## config.mk

```make
export PLATFORM = sky130hd
export DESIGN_NAME = life_update_engine_flat
export DESIGN_NICKNAME = d
export VERILOG_FILES = /design/src/rtl/life_update_engine_if.sv /design/src/rtl/life_update_engine.sv /design/src/flat_wrapper.sv
export SDC_FILE = /design/constraint.sdc
export NUM_CORES = 1
export LEC_CHECK = 0
export ABC_AREA = 0
export CAP_MARGIN = 15
export CORE_MARGIN = 2
export CORE_UTILIZATION = 58
export DETAILED_ROUTE_END_ITERATION = 16
export PLACE_DENSITY = 0.82
export SLEW_MARGIN = 40
export SYNTH_ARGS = -nofsm -noshare
export SYNTH_HDL_FRONTEND = slang
export SYNTH_SLANG_ARGS = --single-unit
export TNS_END_PERCENT = 100
```

## constraint.sdc

```tcl
create_clock -name clk -period 3.1 [get_ports clk]
set_clock_uncertainty 0.1 [all_clocks]
set_input_delay 0.31 -clock clk [delete_from_list [all_inputs] [get_ports clk]]
set_output_delay 0.31 -clock clk [all_outputs]
set_load 0.05 [all_outputs]
```

## src/rtl/life_update_engine_if.sv

```systemverilog
// Command/status and cell-RAM signals shared by the simulation controller,
// the cell memory and the life update engine.
interface life_update_engine_if #(
  parameter int X_BITS = 6,
  parameter int Y_BITS = 5,
  parameter int AW     = 1 + X_BITS + Y_BITS
);
  logic          start_update;
  logic          clear_grid;
  logic          grid_swap;
  logic          game_busy;
  logic          cur_bank;
  logic          rd_en;
  logic [AW-1:0] rd_addr;
  logic          rd_data;
  logic          wr_en;
  logic [AW-1:0] wr_addr;
  logic          wr_data;
  logic [15:0]   gen_count;

  // Master is the controller/RAM side, slave is the engine.
  modport master (
    output start_update, clear_grid, grid_swap, rd_data,
    input  game_busy, cur_bank, rd_en, rd_addr, wr_en, wr_addr, wr_data, gen_count
  );

  modport slave (
    input  start_update, clear_grid, grid_swap, rd_data,
    output game_busy, cur_bank, rd_en, rd_addr, wr_en, wr_addr, wr_data, gen_count
  );
endinterface

```

## src/rtl/life_update_engine.sv

```systemverilog
// Computes one toroidal Game-of-Life generation from the displayed bank of a
// double-buffered cell RAM into the other bank; also clears both banks.
module life_update_engine #(
  parameter int X_BITS = 6,
  parameter int Y_BITS = 5,
  parameter int AW     = 1 + X_BITS + Y_BITS
) (
  input  logic               clk,
  input  logic               rst,
  life_update_engine_if.slave bus
);

  typedef enum logic [2:0] {S_IDLE, S_READ, S_DRAIN, S_WRITE, S_CLEAR} state_t;

  state_t            r_state;
  logic [X_BITS-1:0] r_x;
  logic [Y_BITS-1:0] r_y;
  logic [3:0]        r_k;
  logic [3:0]        r_count;
  logic              r_self;
  logic              r_busy;
  logic              r_bank;
  logic              r_rd_en;
  logic [AW-1:0]     r_rd_addr;
  logic              r_wr_en;
  logic [AW-1:0]     r_wr_addr;
  logic              r_wr_data;
  logic [15:0]       r_gen;

  logic              w_last_x;
  logic              w_last_cell;
  logic [X_BITS-1:0] w_next_x;
  logic [Y_BITS-1:0] w_next_y;
  logic [3:0]        w_count_final;
  logic              w_new_cell;
  logic              w_swap_bank;

  // Neighbour k (row-major 3x3 around the cell); wrap is plain truncation.
  function automatic logic [AW-1:0] nbrAddr(input logic bank,
                                            input logic [Y_BITS-1:0] y,
                                            input logic [X_BITS-1:0] x,
                                            input logic [3:0] k);
    logic [X_BITS-1:0] nx;
    logic [Y_BITS-1:0] ny;
    nx = x;
    ny = y;
    case (k)
      4'd0, 4'd3, 4'd6: nx = x - X_BITS'(1);
      4'd2, 4'd5, 4'd8: nx = x + X_BITS'(1);
      default:          nx = x;
    endcase
    if (k < 4'd3)      ny = y - Y_BITS'(1);
    else if (k > 4'd5) ny = y + Y_BITS'(1);
    return {bank, ny, nx};
  endfunction

  assign w_last_x      = (r_x == '1);
  assign w_last_cell   = w_last_x && (r_y == '1);
  assign w_next_x      = r_x + X_BITS'(1);
  assign w_next_y      = w_last_x ? r_y + Y_BITS'(1) : r_y;
  assign w_count_final = r_count + {3'b000, bus.rd_data};
  assign w_new_cell    = (w_count_final == 4'd3) | (r_self & (w_count_final == 4'd2));
  assign w_swap_bank   = bus.grid_swap ? ~r_bank : r_bank;

  always_ff @(posedge clk or posedge rst) begin
    if (rst) begin
      r_state   <= S_IDLE;
      r_x       <= '0;
      r_y       <= '0;
      r_k       <= '0;
      r_count   <= '0;
      r_self    <= 1'b0;
      r_busy    <= 1'b0;
      r_bank    <= 1'b0;
      r_rd_en   <= 1'b0;
      r_rd_addr <= '0;
      r_wr_en   <= 1'b0;
      r_wr_addr <= '0;
      r_wr_data <= 1'b0;
      r_gen     <= '0;
    end else if (bus.clear_grid) begin
      r_state   <= S_CLEAR;
      r_busy    <= 1'b1;
      r_rd_en   <= 1'b0;
      r_wr_en   <= 1'b1;
      r_wr_addr <= '0;
      r_wr_data <= 1'b0;
      r_x       <= '0;
      r_y       <= '0;
      r_k       <= '0;
    end else begin
      case (r_state)
        S_IDLE: begin
          r_bank <= w_swap_bank;
          if (bus.start_update) begin
            r_state   <= S_READ;
            r_busy    <= 1'b1;
            r_x       <= '0;
            r_y       <= '0;
            r_k       <= '0;
            r_count   <= '0;
            r_self    <= 1'b0;
            r_rd_en   <= 1'b1;
            r_rd_addr <= nbrAddr(w_swap_bank, '0, '0, 4'd0);
          end
        end

        // r_k is the neighbour being issued; the datum arriving now is k-1.
        S_READ: begin
          if (r_k != 4'd0) begin
            if (r_k == 4'd5) r_self  <= bus.rd_data;
            else             r_count <= r_count + {3'b000, bus.rd_data};
          end
          if (r_k == 4'd8) begin
            r_rd_en <= 1'b0;
            r_state <= S_DRAIN;
          end else begin
            r_k       <= r_k + 4'd1;
            r_rd_addr <= nbrAddr(r_bank, r_y, r_x, r_k + 4'd1);
          end
        end

        S_DRAIN: begin
          r_wr_en   <= 1'b1;
          r_wr_addr <= {~r_bank, r_y, r_x};
          r_wr_data <= w_new_cell;
          r_state   <= S_WRITE;
        end

        S_WRITE: begin
          r_wr_en <= 1'b0;
          if (w_last_cell) begin
            r_x     <= '0;
            r_y     <= '0;
            r_gen   <= r_gen + 16'd1;
            r_busy  <= 1'b0;
            r_state <= S_IDLE;
          end else begin
            r_x       <= w_next_x;
            r_y       <= w_next_y;
            r_k       <= '0;
            r_count   <= '0;
            r_self    <= 1'b0;
            r_rd_en   <= 1'b1;
            r_rd_addr <= nbrAddr(r_bank, w_next_y, w_next_x, 4'd0);
            r_state   <= S_READ;
          end
        end

        S_CLEAR: begin
          if (r_wr_addr == '1) begin
            r_wr_en <= 1'b0;
            r_bank  <= 1'b0;
            r_gen   <= '0;
            r_busy  <= 1'b0;
            r_state <= S_IDLE;
          end else begin
            r_wr_addr <= r_wr_addr + AW'(1);
          end
        end

        default: r_state <= S_IDLE;
      endcase
    end
  end

  assign bus.game_busy = r_busy;
  assign bus.cur_bank  = r_bank;
  assign bus.rd_en     = r_rd_en;
  assign bus.rd_addr   = r_rd_addr;
  assign bus.wr_en     = r_wr_en;
  assign bus.wr_addr   = r_wr_addr;
  assign bus.wr_data   = r_wr_data;
  assign bus.gen_count = r_gen;

endmodule

```

## src/flat_wrapper.sv

```systemverilog
// flat-port wrapper written by rule: the top's interface ports become plain ports
module life_update_engine_flat 
#(
  parameter int X_BITS = 6,
  parameter int Y_BITS = 5,
  parameter int AW     = 1 + X_BITS + Y_BITS
)
  (clk, rst, bus_start_update, bus_clear_grid, bus_grid_swap, bus_rd_data, bus_game_busy, bus_cur_bank, bus_rd_en, bus_rd_addr, bus_wr_en, bus_wr_addr, bus_wr_data, bus_gen_count);
  life_update_engine_if #(.X_BITS(X_BITS), .Y_BITS(Y_BITS), .AW(AW)) bus_i ();
  input  logic clk;
  input  logic rst;
  input wire logic [$bits(bus_i.start_update)-1:0] bus_start_update;
  input wire logic [$bits(bus_i.clear_grid)-1:0] bus_clear_grid;
  input wire logic [$bits(bus_i.grid_swap)-1:0] bus_grid_swap;
  input wire logic [$bits(bus_i.rd_data)-1:0] bus_rd_data;
  output wire logic [$bits(bus_i.game_busy)-1:0] bus_game_busy;
  output wire logic [$bits(bus_i.cur_bank)-1:0] bus_cur_bank;
  output wire logic [$bits(bus_i.rd_en)-1:0] bus_rd_en;
  output wire logic [$bits(bus_i.rd_addr)-1:0] bus_rd_addr;
  output wire logic [$bits(bus_i.wr_en)-1:0] bus_wr_en;
  output wire logic [$bits(bus_i.wr_addr)-1:0] bus_wr_addr;
  output wire logic [$bits(bus_i.wr_data)-1:0] bus_wr_data;
  output wire logic [$bits(bus_i.gen_count)-1:0] bus_gen_count;
  assign bus_i.start_update = bus_start_update;
  assign bus_i.clear_grid = bus_clear_grid;
  assign bus_i.grid_swap = bus_grid_swap;
  assign bus_i.rd_data = bus_rd_data;
  assign bus_game_busy = bus_i.game_busy;
  assign bus_cur_bank = bus_i.cur_bank;
  assign bus_rd_en = bus_i.rd_en;
  assign bus_rd_addr = bus_i.rd_addr;
  assign bus_wr_en = bus_i.wr_en;
  assign bus_wr_addr = bus_i.wr_addr;
  assign bus_wr_data = bus_i.wr_data;
  assign bus_gen_count = bus_i.gen_count;
  life_update_engine #(.X_BITS(X_BITS), .Y_BITS(Y_BITS), .AW(AW)) u_core (.clk(clk), .rst(rst), .bus(bus_i));
endmodule
```

### Word-level counts from Yosys, hierarchy flattened

Cells that the tools add are included.

* memory bits (read-only): 0
* latch bits: 0
* memories kept: 0
* memory bits (writable): 0
* register bits after elaboration: 68

* $add $sub $neg: 10
* shifts and indexed selects: 0
* reduce and logical (&&, ||, !) cells: 27
* eq/ne operators: 31
* multiply operators: 0
* divide/modulo/power cells: 0
* multiplexer cells: 56
* $lt $le $gt $ge: 2
* bitwise gates (word level): 4

Operators with widths (count)
* $mux 12: 5
* $pmux 12 s3: 1
* $mux 16: 2
* $pmux 16 s2: 1
* $mux 5: 6
* $mux 4: 6
* $pmux 12 s2: 1
* $pmux 4 s3: 2
* $pmux 6 s2: 2
* $mux 6: 3
* $add 16x1->16 const B: 1
* $eq 4x2->1 const B: 4
* $mux 1: 16
* $reduce_and 4->1: 4
* $reduce_bool 4->1: 4
* $pmux 3 s5: 1
* $add 12x1->12 const B: 1
* $eq 12x12->1 const B: 1
* $eq 4x3->1 const B: 3
* $mux 3: 4
* $ne 3x3->1 const B: 4
* $pmux 1 s3: 4
* $reduce_and 6->1: 2
* $sub 6x1->6 const B: 2
* other kinds (30): 50

### Depth between registers and ports, before layout

Gate-level depths: netlist (run 1).

* depth in word-level cells: 6
* gate-level depth with buffers: 10
* gate-level depth less buffers: 9

### Least setup slack after synthesis (run 1)

No wires, ideal clock.

* path type: flip-flop to flip-flop
* start: reg u_core.r_wr_addr[0], in the netlist u_core.bus.wr_addr[0]
* end: reg u_core.r_gen[14], in the netlist u_core.bus.gen_count[14]
* buffers on the path: 1
* data required time: 2880 ps
* setup time: 120 ps
* arrival: 2377 ps
* slack: 503 ps
* cell stages (with the launch flop): 9
* cells stage by stage: dfrtp_1 ha_1 nand3_1 nor4_4 a22oi_2 buf_6 nor3_4 a21oi_1 a31o_2

* word-level cells in the longest chain between the ends: 3

Ends and longest elaborated chain
* start, declared: RTL line life_update_engine.sv:26 `logic [AW-1:0] r_wr_addr;`
* start signal, assigned: RTL line life_update_engine.sv:125 `r_wr_addr <= {~r_bank, r_y, r_x};`
* start signal, assigned: RTL line life_update_engine.sv:158 `r_wr_addr <= r_wr_addr + AW'(1);`
* $eq 12x12->1: RTL line life_update_engine.sv:151 `if (r_wr_addr == '1) begin`
* $ne 2x1->1 (no source line)
* $reduce_and 4->1 (no source line)
* end signal, assigned: RTL line life_update_engine.sv:135 `r_gen <= r_gen + 16'd1;`
* end, declared: RTL line life_update_engine.sv:28 `logic [15:0] r_gen;`

Every way passes these cells.
A chain may end at the register's enable or synchronous reset.

### Worst setup path in the final report (run 1)

* start: reg u_core.r_y[1]
* end: reg u_core.r_gen[15], in the netlist u_core.bus.gen_count[15]

* word-level cells in the longest chain between the ends: 4

Ends and longest elaborated chain
* start, declared: RTL line life_update_engine.sv:17 `logic [Y_BITS-1:0] r_y;`
* start signal, assigned: RTL line life_update_engine.sv:140 `r_y <= w_next_y;`
* $eq 5x5->1: RTL line life_update_engine.sv:58 `assign w_last_cell = w_last_x && (r_y == '1);`
* $logic_and 1x1->1: RTL line life_update_engine.sv:58
* $ne 2x1->1 (no source line)
* $reduce_and 4->1 (no source line)

Every way passes these cells.

==> results of run 1 <==
-- logic make-up after synthesis --
kind of cell               after synthesis  share of synthesized area, %
and+or+nand+nor                        240                          26.0
AOI/OAI and AO/OA                      158                          21.3
DFF                                     68                          35.7
buffers and inverters                   55                          4.97
xor gates and xnor gates                27                          4.97
adders and majority gates               16                          4.20
muxes                                   13                          2.79
-- power by group through the flow --
stage          Clock (mW)  Combinational (mW)  Sequential (mW)
2_1_floorplan           0              0.0522            0.963
3_3_place_gp            0               0.139            0.926
3_5_place_dp            0               0.142            0.927
4_1_cts             0.907               0.143            0.909
5_1_grt             0.954               0.155            0.912
6_report            0.901               0.141            0.910
-- cell type report --
class | count | area, sq um | area share, %
clock inverters | 6 | 113 | 1.99
flip-flops and latches | 68 | 1700 | 30.1
clock buffers | 10 | 128 | 2.25
inverters | 18 | 67.6 | 1.19
well taps | 105 | 131 | 2.32
multi-input cells | 454 | 2830 | 49.9
repair buffers | 74 | 693 | 12.2
-- per-stage QoR --
stage / instances / hold WS (ns) / total power, mW / worst slack, ns
after floorplan: 577 / 0.340 / 1.02 / 0.503
after global placement: 719 / 0.367 / 1.07 / 0.441
after detailed placement: 719 / 0.376 / 1.07 / 0.288
after CTS: 735 / 0.287 / 1.96 / 0.240
after global routing: 735 / 0.308 / 2.02 / 0.0486
final: 735 / 0.261 / 1.95 / 0.270
-- sequential cells by signal, indices dropped and copies added (netlist names) --
register and count:
u_core.r_state 3, u_core.r_count 4, u_core.bus.cur_bank 1, u_core.r_y 5
u_core.bus.rd_addr 12, u_core.bus.wr_addr 12, u_core.bus.rd_en 1, u_core.bus.wr_data 1
u_core.r_x 6, u_core.bus.game_busy 1, u_core.bus.wr_en 1, u_core.bus.gen_count 16
u_core.r_self 1, u_core.r_k 4
-- layout by cell type (no fill, tap or decap), types with 4 or more instances in the layout --
cell	netlist	final
dfrtp_1	68	67
ha_1	16	16
and3_1	10	10
xnor2_1	18	18
o211ai_1	4	4
a31oi_1	5	5
clkbuf_8	1	9
o22ai_1	4	4
inv_1	18	17
mux2i_1	11	11
nor3b_1	5	5
nor2_1	64	64
a22oi_1	5	5
clkdlybuf4s50_1	0	50
a21oi_1	30	30
nand2b_1	5	5
buf_4	0	23
nand2_1	58	58
o31ai_1	11	10
nor3_1	21	21
o22a_1	4	4
nor4_1	8	8
nand4_1	6	6
xor2_1	9	9
o21ai_0	53	53
nor2b_1	6	6
nand3_1	26	26
-- worst min-delay path, delay by kind of cell --
kind | cells | cell delay (ns)
buffers and inverters | 3 | 0.81
-- worst paths after layout --
check                              startpoint                       end  slack (ns)  depth (start not counted)
worst max-delay path            u_core.r_y[1]  u_core.bus.gen_count[15]        0.27                          9
worst min-delay path                      rst    u_core.bus.wr_addr[10]        0.26                          3
worst max register to register  u_core.r_y[1]  u_core.bus.gen_count[15]        0.27                          9
worst min register to register  u_core.r_self             u_core.r_self        0.41                          2
max in group asynchronous                 rst         u_core.r_state[2]        2.32                          3
min in group clk                u_core.r_self             u_core.r_self        0.41                          2
-- per-layer routing --
metal / track usage [%] / share of wire, %
met5: 0 / 0
met1: 43.2 / 43
met2: 49.8 / 47
met3: 5.91 / 6.9
met4: 12.3 / 2.5
==> results by group, run 1 <==
CTS
  • Clock buffer depth: 2
  • H-tree Lvls: 3
  • CTS resizes: 0
  • Clk sinks: 68
  • Clk pin slew, worst setup/hold paths: about 0.08 ns
  • Clk Latency, worst-skew pair: 0.35 ns
  • CTS tree: built
  • Postcts setup bufs: 0
  • TritonCTS buffer count: 9
  • CTS Hold Bufs: 0
  • Clk root buf: clkbuf_8

Logic synthesis
  • Syn_nets: 599
  • Synthesized area: approximately 0.0048 sq mm
  • Cells after Synth: 577
  • Ys Warns: 0
  • Synth top area cells: dfrtp_1 36%, o21ai_0 5.6%, nor2_1 5.0%
  • Leading area contributor after synthesis: dfrtp_1
  • Seq/Total Area, Yosys: 35.7%
  • Synth cell count leaders: 68 x dfrtp_1, 64 x nor2_1, 58 x nand2_1
  • Mapped Avg Cell Area: 8.25 sq um
  • Area share of the largest cell type after synthesis: between 30 and 40%
  • #FFs+latches synth: 68
  • Async SR Flop Fraction: 100%
  • Post-synth top flop: dfrtp_1
  • Post-synth EDFFs: 0
  • Count leader, synth: dfrtp_1
  • Synth cell types: 70

Critical path
  • Crit path kind: flip-flop to flip-flop
  • CP Data Arrival Time: 2.99 ns
  • Buffers and inverters on the worst path: 1
  • Crit-path cells: ha_1, and3_1, ha_1, inv_1, nor3_4, a22oi_2, or2_4, or3_1, a21oi_1
  • Max FO, Critical Path: 11
  • Worst Setup End Kind: flip-flop
  • Req. time, crit path: 3.26 ns
  • CP startpoint kind: flip-flop
  • Delay-heaviest family, CP: simple AND/OR/NAND/NOR gates
  • Slowest CP cell: dfrtp_1
  • Top cell by count, worst path: ha_1
  • Largest stage delay on the critical path: 0.49 ns

Power
  • Cell internal pwr: about 1.5 mW
  • Clock power frac: between 40% and 50%
  • VDD IR-drop max: about 0.17 mV
  • Switching Share: 24.3%
  • Reg power frac: between 40% and 50%
  • Combinational share of power: under 10%
  • Leakage power: 2.35 nW
  • Pwr/cell area: 345 mW/mm^2
  • Sw Pwr: 473 uW

STA
  • Final Hold Viols: 0
  • Worst-Margin Slew: roughly 0.71 ns
  • Sum Neg Setup Slack: 0 ns
  • Unrepaired setup endpoints after global routing: no
  • Final period utilization: about nine tenths
  • Final setup vio count: 0
  • Rel. slew slack: between 50% and 60%
  • Max Clk Rate: 353 MHz
  • Final Slew Violations: 0
  • Min Tclk post-route: 2.83 ns

Floorplanning
  • Total core area: between 0.008 and 0.009 sq mm
  • Starting Density: between 50% and 60%
  • Site Rows: 33
  • Die outline width: 94.6 microns
  • Die H: 94.6 microns
  • Die area: 0.00895 sq mm
  • I/O Pins: 51

Routing
  • Via Count: approximately 4700
  • DRT antenna net count: 0
  • Via-to-Cell Ratio: ~6.4
  • Drt total wl: 13300 microns
  • WL/cell: 18.1 microns
  • Initial drt markers: 438
  • Remaining DRCs: 0
  • First drt pass iteration count: 5

Final layout
  • Layout filler cell count: between 600 and 700
  • Layout cell share with drive strength beyond 1: 10.2%
  • Core Util, Final: 70.0%
  • Area grow syn2layout: 18.9%
  • Fin nets: 647
  • Post-route cell area: 0.00566 sq mm
  • Diode count: 0

GRT
  • Total GRT Usage: 31.6%
  • Remaining Overflow, GRT: 0
  • Pin count of the biggest net entering global routing: 69
  • First-pass GRT wire length: 22200 microns
  • Initial antenna violation count: 0
  • Vias in the first global route: 4428

Place
  • GPL Wtd Cong: 0.983
  • IO buf count: 50
  • Final HPWL DP: 9580 microns
  • Placed cell area: approximately 0.0054 sq mm

Outcome
  • Status: finished clean

Worst hold path
  • Hold crit path type: primary input to asynchronous set/reset pin

Job
  • Max Cap Violations: 0
Power figures use the tool's default switching activity.
==> run 2: changes to the inputs <==
--- a/config.mk
+++ b/config.mk
@@ -8,9 +8,9 @@
 export ABC_AREA = 0
 export CAP_MARGIN = 15
 export CORE_MARGIN = 2
-export CORE_UTILIZATION = 58
+export CORE_UTILIZATION = 62
 export DETAILED_ROUTE_END_ITERATION = 16
-export PLACE_DENSITY = 0.82
+export PLACE_DENSITY = 0.86
 export SLEW_MARGIN = 40
 export SYNTH_ARGS = -nofsm -noshare
 export SYNTH_HDL_FRONTEND = slang
==> constraint.sdc (replaced) <==
create_clock -name clk -period 3.4 [get_ports clk]
set_clock_uncertainty 0.1 [all_clocks]
set_input_delay 0.34 -clock clk [delete_from_list [all_inputs] [get_ports clk]]
set_output_delay 0.34 -clock clk [all_outputs]
set_load 0.05 [all_outputs]
==> results by group, run 2 (synthesis gave the netlist of run 1 again) <==
Routing
  • First drt pass iteration count: 5
  • DRT antenna net count: 0
  • Initial drt markers: 508
  • Via Count: 4647
  • Remaining DRCs: 0
  • Via-to-Cell Ratio: roughly 6.5
  • Drt total wl: around 13000 microns
  • WL/cell: 18.6 microns

Critical path
  • Crit-path cells: ha_1, nand3_2, nor2_1, mux2i_1, ha_1, xor2_1, o221ai_1, o21a_1
  • Largest stage delay on the critical path: 0.58 ns
  • Top cell by count, worst path: ha_1
  • Delay-heaviest family, CP: simple AND/OR/NAND/NOR gates
  • CP endpoint: u_core.bus.rd_addr[8]
  • Cell count along the critical path: 8
  • CP Data Arrival Time: 3.08 ns
  • Crit path kind: flip-flop to flip-flop
  • Worst Setup End Kind: flip-flop
  • CP startpoint kind: flip-flop
  • Critical path startpoint: u_core.r_x[0]
  • Buffers and inverters on the worst path: 0
  • R2R Path End: u_core.bus.rd_addr[8]
  • Worst r2r src: u_core.r_x[0]
  • Slowest CP cell: dfrtp_1
  • R2r setup slk: 0.47 ns
  • Max FO, Critical Path: 12
  • Req. time, crit path: 3.55 ns
  • R2R cell count: 8

STA
  • Final setup vio count: 0
  • Max Clk Rate: 341 MHz
  • Final period utilization: 86.3%
  • Final Hold Viols: 0
  • Worst-Margin Slew: 0.836 ns
  • Sum Neg Setup Slack: 0 ns
  • Rel. slew slack: between 40 and 50%
  • Final Slew Violations: 0
  • Min Tclk post-route: between 2 and 3 ns
  • Unrepaired setup endpoints after global routing: no
  • Fin worst setup slack: 0.467 ns

Power
  • Cell internal pwr: 1.29 mW
  • Reg power frac: 48.4%
  • Sw Pwr: 423 uW
  • Clock power frac: 44.2%
  • Switching Share: 24.7%
  • VDD IR-drop max: 0.259 mV
  • Combinational share of power: about 7.4%
  • Leakage power: 2.28 nW
  • Pwr/cell area: 309 mW/mm^2

GRT
  • Vias in the first global route: 4365
  • Remaining Overflow, GRT: 0
  • Total GRT Usage: 33.6%
  • Initial antenna violation count: 0
  • First-pass GRT wire length: 22200 microns
  • Pin count of the biggest net entering global routing: 69

Final layout
  • Layout filler cell count: 519
  • Area grow syn2layout: 16.6%
  • Most common cell after layout, fill and taps aside: dfrtp_1
  • Layout cell share with drive strength beyond 1: 8.24%
  • Leading cell types in the layout, fill and taps excluded: 68 x dfrtp_1, 64 x nor2_1, 58 x nand2_1
  • Max reg flops: 16
  • Fin nets: between 600 and 700
  • Diode count: 0

CTS
  • Clock buffer depth: 2
  • Clk Latency, worst-skew pair: 0.35 ns
  • H-tree Lvls: 3
  • CTS tree: built
  • CTS resizes: 0
  • Postcts setup bufs: 0
  • Clk root buf: clkbuf_8
  • CTS Hold Bufs: 0
  • TritonCTS buffer count: 9
  • Clk pin slew, worst setup/hold paths: 0.08 ns
  • Clk sinks: 68

Outcome
  • Status: finished clean

Floorplanning
  • Starting Density: 65.0%
  • Die outline width: 91.6 microns
  • Die area: 0.00840 sq mm
  • I/O Pins: 51
  • Die H: 91.6 microns
  • Total core area: 0.00733 sq mm
  • Site Rows: 31

Place
  • Final HPWL DP: slightly below 10000 microns
  • GPL Wtd Cong: 0.941
  • Worst slack, placed: around 0.52 ns
  • IO buf count: 50

Job
  • Max Cap Violations: 0

Worst hold path
  • Hold crit path type: primary input to asynchronous set/reset pin
## run 2: power groups by stage
stage | logic [mW] | clock network [mW] | registers, mW
floorplan | 0.0476 | 0 | 0.878
finish | 0.127 | 0.757 | 0.830
global route | 0.138 | 0.806 | 0.831
global placement | 0.124 | 0 | 0.845
CTS | 0.128 | 0.765 | 0.830
detailed placement | 0.128 | 0 | 0.845
## run 2: how the worst min path moves through the flow
stage / start / endpoint / slack [ns] / cells after the start
6_report: rst / u_core.bus.gen_count[14] / 0.29 / 3
2_1_floorplan: u_core.r_self / u_core.r_self / 0.35 / 2
3_3_place_gp: u_core.r_self / u_core.r_self / 0.37 / 2
5_1_grt: rst / u_core.bus.gen_count[14] / 0.33 / 3
3_5_place_dp: u_core.r_self / u_core.r_self / 0.38 / 2
4_1_cts: rst / u_core.bus.gen_count[14] / 0.32 / 3
## run 2: tightest hold or removal path, stage by stage
cell and delay, ns:
clkdlybuf4s50_1 0.42, inv_2 0.08, buf_12 0.32
## run 2: stage by stage
stage	hold slack (ns)	util, %	std cells	total power [mW]	area (sq um)
2_1_floorplan	0.346	-	577	0.926	4760
3_3_place_gp	0.365	72.7	702	0.969	5330
6_report	0.291	75.7	718	1.71	5550
3_5_place_dp	0.384	72.7	702	0.973	5330
5_1_grt	0.332	75.7	718	1.77	5550
4_1_cts	0.317	75.7	718	1.72	5550
## run 2: layout make-up
cell class | instances | area [sq um] | area share (%)
multi-input cells | 454 | 2830 | 51.0
flip-flops and latches | 68 | 1700 | 30.7
repair buffers | 63 | 611 | 11.0
clock buffers | 12 | 145 | 2.61
well taps | 99 | 124 | 2.23
clock inverters | 4 | 72.6 | 1.31
inverters | 18 | 67.6 | 1.22
## run 2: routing by layer
layer / part of all wire [%] / routed length (microns) / global-route usage [%]
met2: 47 / 6300 / 52.1
met4: 3.3 / 436 / 13.9
met5: 0 / 0 / 0
met3: 6.4 / 850 / 6.66
met1: 43 / 5780 / 46.2
